===== src/rtl/mult_serial_tx.sv =====
// Serial frame transmitter: {length, multiplier[L-1:0], multiplicand[23-L:0]}, MSB-first per field.
// Latency: accept edge -> strobe (1) -> 32 bit cycles -> done (1); start is ignored while busy.
module mult_serial_tx #(
  parameter int FRAME_BITS = 32,
  parameter int LEN_BITS   = 8,
  parameter int OP_BITS    = 24
) (
  input  logic                        clk,
  input  logic                        rst,
  input  logic                        start,
  input  logic [LEN_BITS-1:0]         mult_length,
  input  logic [OP_BITS-1:0]          multiplier,
  input  logic [OP_BITS-1:0]          multiplicand,
  output logic                        ready,
  output logic                        ctrl,
  output logic                        sdata,
  output logic                        length_bit,
  output logic                        multiplier_bit,
  output logic                        multiplicand_bit,
  output logic [$clog2(FRAME_BITS):0] shift_count,
  output logic                        done,
  output logic                        err
);

  localparam int CW = $clog2(OP_BITS);
  localparam int LW = $clog2(LEN_BITS);
  localparam int SW = $clog2(FRAME_BITS) + 1;
  localparam logic [LEN_BITS-1:0] OP_LEN  = LEN_BITS'(OP_BITS);
  localparam logic [CW-1:0]       LEN_TOP = CW'(LEN_BITS - 1);
  localparam logic [CW-1:0]       OP_TOP  = CW'(OP_BITS - 1);

  typedef enum logic [5:0] {
    IDLE     = 6'b000001,
    STROBE   = 6'b000010,
    LEN_ST   = 6'b000100,
    MULT1_ST = 6'b001000,
    MULT2_ST = 6'b010000,
    FIN      = 6'b100000
  } state_t;

  state_t                state_q, state_d;
  logic [CW-1:0]         cnt_q, cnt_d;
  logic [LEN_BITS-1:0]   len_q;
  logic [OP_BITS-1:0]    mplier_q, mcand_q;
  logic                  accept, reject;
  logic                  bit_q, bit_d;
  logic                  sdata_d;
  logic [SW-1:0]         sc_d;

  // cnt counts down the MSB-first bit index within the current field
  always_comb begin
    state_d = state_q;
    cnt_d   = cnt_q;
    accept  = 1'b0;
    reject  = 1'b0;
    case (state_q)
      IDLE: begin
        if (start) begin
          if (mult_length > OP_LEN) begin
            reject = 1'b1;
          end else begin
            accept  = 1'b1;
            state_d = STROBE;
          end
        end
      end
      STROBE: begin
        state_d = LEN_ST;
        cnt_d   = LEN_TOP;
      end
      LEN_ST: begin
        if (cnt_q == '0) begin
          if (len_q == '0) begin
            state_d = MULT2_ST;
            cnt_d   = OP_TOP;
          end else begin
            state_d = MULT1_ST;
            cnt_d   = CW'(len_q - LEN_BITS'(1));
          end
        end else begin
          cnt_d = cnt_q - CW'(1);
        end
      end
      MULT1_ST: begin
        if (cnt_q == '0) begin
          if (len_q == OP_LEN) begin
            state_d = FIN;
          end else begin
            state_d = MULT2_ST;
            cnt_d   = OP_TOP - CW'(len_q);
          end
        end else begin
          cnt_d = cnt_q - CW'(1);
        end
      end
      MULT2_ST: begin
        if (cnt_q == '0) begin
          state_d = FIN;
        end else begin
          cnt_d = cnt_q - CW'(1);
        end
      end
      FIN:     state_d = IDLE;
      default: state_d = IDLE;
    endcase
  end

  // Outputs are derived from the next state so they can all be registered
  always_comb begin
    bit_q   = (state_q == LEN_ST) || (state_q == MULT1_ST) || (state_q == MULT2_ST);
    bit_d   = (state_d == LEN_ST) || (state_d == MULT1_ST) || (state_d == MULT2_ST);
    sdata_d = 1'b0;
    case (state_d)
      LEN_ST:   sdata_d = len_q[cnt_d[LW-1:0]];
      MULT1_ST: sdata_d = mplier_q[cnt_d];
      MULT2_ST: sdata_d = mcand_q[cnt_d];
      default:  sdata_d = 1'b0;
    endcase
    sc_d = '0;
    if (bit_d && bit_q) begin
      sc_d = shift_count + SW'(1);
    end
  end

  always_ff @(posedge clk or negedge rst) begin
    if (!rst) begin
      state_q  <= IDLE;
      cnt_q    <= '0;
      len_q    <= '0;
      mplier_q <= '0;
      mcand_q  <= '0;
    end else begin
      state_q <= state_d;
      cnt_q   <= cnt_d;
      if (accept) begin
        len_q    <= mult_length;
        mplier_q <= multiplier;
        mcand_q  <= multiplicand;
      end
    end
  end

  always_ff @(posedge clk or negedge rst) begin
    if (!rst) begin
      ready            <= 1'b1;
      ctrl             <= 1'b0;
      sdata            <= 1'b0;
      length_bit       <= 1'b0;
      multiplier_bit   <= 1'b0;
      multiplicand_bit <= 1'b0;
      shift_count      <= '0;
      done             <= 1'b0;
      err              <= 1'b0;
    end else begin
      ready            <= (state_d == IDLE);
      ctrl             <= (state_d == STROBE);
      sdata            <= sdata_d;
      length_bit       <= (state_d == LEN_ST);
      multiplier_bit   <= (state_d == MULT1_ST);
      multiplicand_bit <= (state_d == MULT2_ST);
      shift_count      <= sc_d;
      done             <= (state_d == FIN);
      err              <= reject;
    end
  end

endmodule


===== config.mk =====
export PLATFORM = sky130hd
export DESIGN_NAME = mult_serial_tx
export DESIGN_NICKNAME = d
export VERILOG_FILES = /design/src/rtl/mult_serial_tx.sv
export SDC_FILE = /design/constraint.sdc
export NUM_CORES = 1
export LEC_CHECK = 0
export ABC_AREA = 1
export CAP_MARGIN = 20
export CORE_ASPECT_RATIO = 1.5
export CORE_MARGIN = 10
export CORE_UTILIZATION = 40
export DETAILED_ROUTE_END_ITERATION = 8
export GPL_TIMING_DRIVEN = 0
export PLACE_DENSITY = 0.66
export SLEW_MARGIN = 10
export SYNTH_ARGS = -nofsm -noshare
export SYNTH_HDL_FRONTEND = slang
export SYNTH_SLANG_ARGS = --single-unit

===== constraint.sdc =====
create_clock -name clk -period 2.27 [get_ports clk]
set_input_delay 0.3405 -clock clk [delete_from_list [all_inputs] [get_ports clk]]
set_output_delay 0.3405 -clock clk [all_outputs]
set_load 0.05 [all_outputs]

# After elaboration in Yosys (flattened, before gate mapping)
# Cells that the tools add are included.
# totals
regBits	81
latch_bits	0
ramBits	0
romBits	0
in_bits	59
elab_cells	68
n_memories	0
# classes
add_sub_neg	4
multipliers	0
n_div	0
n_lt_le_gt_ge	3
n_eq_ne	12
shifts	0
mux	28
n_bitwise	0
reduce_logical	7
# op_table
op	n
$mux 6	7
$mux 5	6
$pmux 6 s5	1
$pmux 5 s4	1
$eq 6x1->1 const B	2
$eq 6x2->1 const B	2
$eq 6x3->1 const B	2
$eq 6x4->1 const B	2
$eq 6x5->1 const B	2
$bmux 1 s5	2
$sub 5x1->5 const B	2
$mux 1	9
$eq 8x5->1 const B	1
$gt 8x5->1 const B	1
$logic_not 8->1	1
$add 6x1->6 const B	1
$eq 6x6->1 const B	1
$lt 5x6->1 const B	1
$logic_not 5->1	1
$sub 5x5->5 const A	1
$logic_or 1x1->1	4
$lt 3x4->1 const B	1
$bmux 1 s3	1
$pmux 1 s3	1
$logic_and 1x1->1	1

# Logic depth before layout (Yosys ltp)
# logic_depth
depth_word	9
ltp_mapped	20
mapped_depth_nobuf	19

# Least setup slack after synthesis
# No wires, ideal clock.
# synth_timing
path_type	reg-to-reg
from	register cnt_q[0]
to	register sdata
setup_time_ns	0.118
arrival_ns	1.988
required_time_ns	2.152
slack_ns	0.164
path_stages_with_launch	17
n_path_buf	1
cell_sequence	dfrtp_1 > inv_1 > ha_1 > nand3_2 > clkinv_2 > nand3_1 > a21oi_2 > nand3_2 > nand2_2 > buf_6 > inv_2 > nor2_1 > o21ai_1 > nor2_1 > nor2_1 > a21oi_2 > nand2_1
# synth_between
elab_chain_cells	6
# synth_lines
item	line	source
start, declared	42	logic [CW-1:0] cnt_q, cnt_d;
start signal, assigned	134	cnt_q <= cnt_d;
$sub 5x1->5, or another cell as far along	81, 93, 100	
$mux 5 (on tied branches)	97, 72, 85	
$pmux 5 s4 (*)	56	case (state_q)
net cnt_d[0]	42	
$bmux 1 s5, or another cell as far along	116	MULT2_ST: sdata_d = mcand_q[cnt_d];
$mux 1 (on tied branches)	116, 114, 115	
$pmux 1 s3 (*)	113	case (state_d)
net sdata_d	47	logic sdata_d;
end signal, assigned	157	sdata <= sdata_d;
end, declared	16	output logic sdata,
# Mark *: on every way through the listed nets, which the timed path passes. The rest lies on a longest branch. The select of a mux whose other input is x is not followed.
# A chain may end at the register's enable or synchronous reset.

# Worst setup path in the final report
# layout_timing
from	register len_q[1]
to	register sdata
# layout_between
elab_chain_cells	7
# layout_lines
item	line	source
start, declared	43	logic [LEN_BITS-1:0] len_q;
start signal, assigned	136	len_q <= mult_length;
$sub 5x5->5, or another cell as far along	90	cnt_d = OP_TOP - CW'(len_q);
$mux 5 (on tied branches)	86, 73	
$mux 5 (on tied branches)	85, 72	
$pmux 5 s4	56	
$bmux 1 s5, or another cell as far along	116	
$mux 1 (on tied branches)	116, 114, 115	
$pmux 1 s3 (*)	113	
net sdata_d	47	
# Marks and branches as above.

==> results.md <==
* Iter 0 DRT Violations at 170
* Headroom to the max-slew limit at 66.2%
* Vias in the first global route at 4238
* H-tree levels at 3
* Worst min-delay path class: reg -> reg
* Vias per inst at 5.00
* CTS max path bufs at 2
* Synthesized area per cell at 7.86 µm²
* Die ar. at 15200 µm²
* Maximum Capacitance Violations at 0
* Clock sink count at 81
* CTS tree: yes
* Dpl ws at -0.559 ns
* Clock power share at 20.3%
* Crit path time final at 2.36 ns
* Mapped Nets at 601
* R2R cell count at 17
* Input/output buffers at 72
* Cell taking the most area after synthesis: dfrtp_1
* Status: complete, but fails checks
* Final Cycle Share at 104%
* Height of the chip at 146 µm
* Async set-reset flop share out of synthesis at 100%
* Layout cells sized above 1 at 18.1%
* Pleak at 2.70 nW
* FF-to-FF End: sdata
* Sequential fraction of the synthesis area at 47.9%
* Pins Over Slew Limit at 0
* Highest clock rate at 424 MHz
* Worst setup SP type: register
* Row cnt at 46
* Fin nets at 704
* Setup ws final at -0.0857 ns
* CP required at 2.54 ns
* Post-Route WL at 12800 µm
* Cell depth of the worst hold path at 2
* Synthesis Warnings at 0
* Hold Startpoint: mcand_q[7]
* CP max FO at 5
* Via count at 3958
* Worst setup path end: sdata
* Post-Syn Area at 4240 µm²
* Setup violators final at 1
* Hpwl dp at 9650 µm
* Post-synthesis to final-layout area growth at 38.4%
* Int Pwr at 4.23 mW
* VDD IR max at 0.000703 V
* Sequential cell fraction of total power at 32.9%
* Switching Power at 2.82 mW
* Skew final at 0.00390 ns
* IO Pins at 73
* Pwr Density at 1200 nW/µm²
* Post-synth top area share at 46.7%
* Starting density of the core at 40.4%
* Global route overflow at 0
* Final hold vios at 0
* Die W at 104 µm
* Pin count of the biggest net entering global routing at 45
* Top cells by count, synth: nand2_1 (153), dfrtp_1 (79), nand3_1 (68)
* RSZ-0062 raised after global routing: true
* RR Startpoint: len_q[1]
* Global-route wire length before repair at 20700 µm
* Setup CP Type: reg -> reg
* Core Footprint at 10500 µm²
* Switching share of power at 40.0%
* Remaining DRCs at 0
* Antenna cells at 0
* Cts bufs inserted at 9
* DR WL/cell at 16.1 µm
* First-pass DRT Iterations at 5
* Violated checks: negative setup slack
* Comb pwr share at 46.7%
* Top-count cell post-synth: nand2_1
* Syn Inst Count at 539
* Later-pin clock latency in the skew report at 0.34 ns
* Clk pin slew, worst setup/hold paths at 0.06 ns
* Primary FF master, synth: dfrtp_1
* CP startpoint: len_q[1]
* R2R Setup Slk at -0.09 ns
* Synth unique cells at 43
* Global placement routability congestion at 0.909
* Hold WS at 0.464 ns
* Critical path arrival at 2.63 ns
* Root Buffer: clkbuf_16
* FF+latch count, synth at 81
* Final ANT Viol Nets at 0
* Setup crit end kind: register
* Gr usage total at 16.9%
* Post-synth EDFFs at 0
* Initial antenna violation count at 0
* Worst-Margin Slew at 0.505 ns
* Area contributors post-synth: dfrtp_1 (47%), nand2_1 (14%), nand3_1 (8.0%), o21ai_0 (5.2%), inv_1 (5.0%)
-- final cells by class --
| class | instances | area [µm²] |
|---|---|---|
| Clock inverter | 5 | 56.3 |
| Buffer | 21 | 169 |
| Fill cell | 1017 | 4610 |
| Clock buffer | 11 | 233 |
| Inverter | 64 | 253 |
| Tap cell | 144 | 180 |
| Timing Repair Buffer | 93 | 898 |
| Sequential cell | 81 | 2030 |
| Multi-Input combinational cell | 372 | 2040 |
-- worst min-delay path by stage --
stage                      to  slack (ns)
6_report           mcand_q[7]        0.46
5_1_grt            mcand_q[5]        0.48
3_5_place_dp   shift_count[1]        0.34
4_1_cts            mcand_q[5]        0.47
3_3_place_gp       mcand_q[7]        0.45
2_1_floorplan        cnt_q[0]        0.04
-- through the flow --
step           power [mW]  instance area, µm²  TNS [ns]  utilization [%]  std cells
2_1_floorplan        4.21                4240         0                -        539
3_3_place_gp         4.99                5140   -179.08             49.0        755
3_5_place_dp         5.05                5150    -27.60             49.2        756
4_1_cts              6.90                5730   -0.0400             54.7        787
5_1_grt              7.55                5860    -0.332             55.9        791
6_report             7.04                5860   -0.0857             55.9        791
-- cells in the final DEF, fill, tap and decap left out, drive strengths merged, types with 2 or more instances in the layout --
cell type / instances
a21oi: 9
a31oi: 2
a32o: 2
buf: 37
clkbuf: 16
clkdlybuf4s50: 71
clkinv: 5
clkinvlp: 2
dfrtp: 79
dfstp: 2
ha: 3
inv: 61
nand2: 159
nand3: 70
nand3b: 17
nand4: 3
nor2: 35
nor3: 2
nor3b: 2
o211ai: 3
o21ai: 50
o22ai: 2
xnor2: 2
xor2: 3
-- worst max-delay path, stage by stage (launching register included) --
cell     delay [ns]
dfrtp_1        0.40
inv_2          0.09
ha_4           0.16
nand4_1        0.17
nor2_2         0.21
nand2_1        0.08
nand3_1        0.08
nand2_1        0.07
nand2_2        0.09
nand2_1        0.09
o21ai_4        0.13
buf_6          0.16
nand3_1        0.09
nand3_1        0.08
nand3_1        0.10
nand3_1        0.10
nand3_1        0.09
nand2_2        0.09
-- sequential cells by signal, indices dropped and copies added, names as in the netlist --
| register | flops |
|---|---|
| mplier_q | 24 |
| err | 1 |
| multiplier_bit | 1 |
| multiplicand_bit | 1 |
| state_q | 6 |
| sdata | 1 |
| length_bit | 1 |
| mcand_q | 24 |
| ctrl | 1 |
| shift_count | 6 |
| done | 1 |
| cnt_q | 5 |
| ready | 1 |
| len_q | 8 |
-- kinds of logic after synthesis --
family / count (synthesis) / synth area share (%)
AO/OA/AOI/OAI: 74 / 10.4
adder cells (fa/ha/maj): 3 / 0.886
AND/OR/NAND/NOR: 290 / 30.8
flip-flops: 81 / 47.9
XOR/XNOR: 5 / 1.03
buffers and inverters: 86 / 8.92
-- power groups by stage --
stage / sequential (mW) / combinational, mW / clock (mW)
2_1_floorplan: 2.33 / 1.88 / 0
3_3_place_gp: 2.33 / 2.66 / 0
3_5_place_dp: 2.34 / 2.71 / 0
4_1_cts: 2.31 / 3.13 / 1.46
5_1_grt: 2.38 / 3.63 / 1.53
6_report: 2.32 / 3.29 / 1.43
-- layer usage --
metal  routed length, µm  GRT usage [%]  vias up
met3                 431           3.70       32
li1                    -              -     1949
met1                4720           16.5     1867
met5                   0              0        -
met4                 573           9.78        0
met2                7030           31.6      110
-- what timing repair did --
action,in CTS,in global routing
endpoints found under the hold margin,35,0
pin swaps,8,12
gates cloned,2,0
resized for setup,48,24
endpoints found under the setup margin,49,10
hold buffers,1,0
setup buffers,12,5
(Power assumes the default switching activity.)
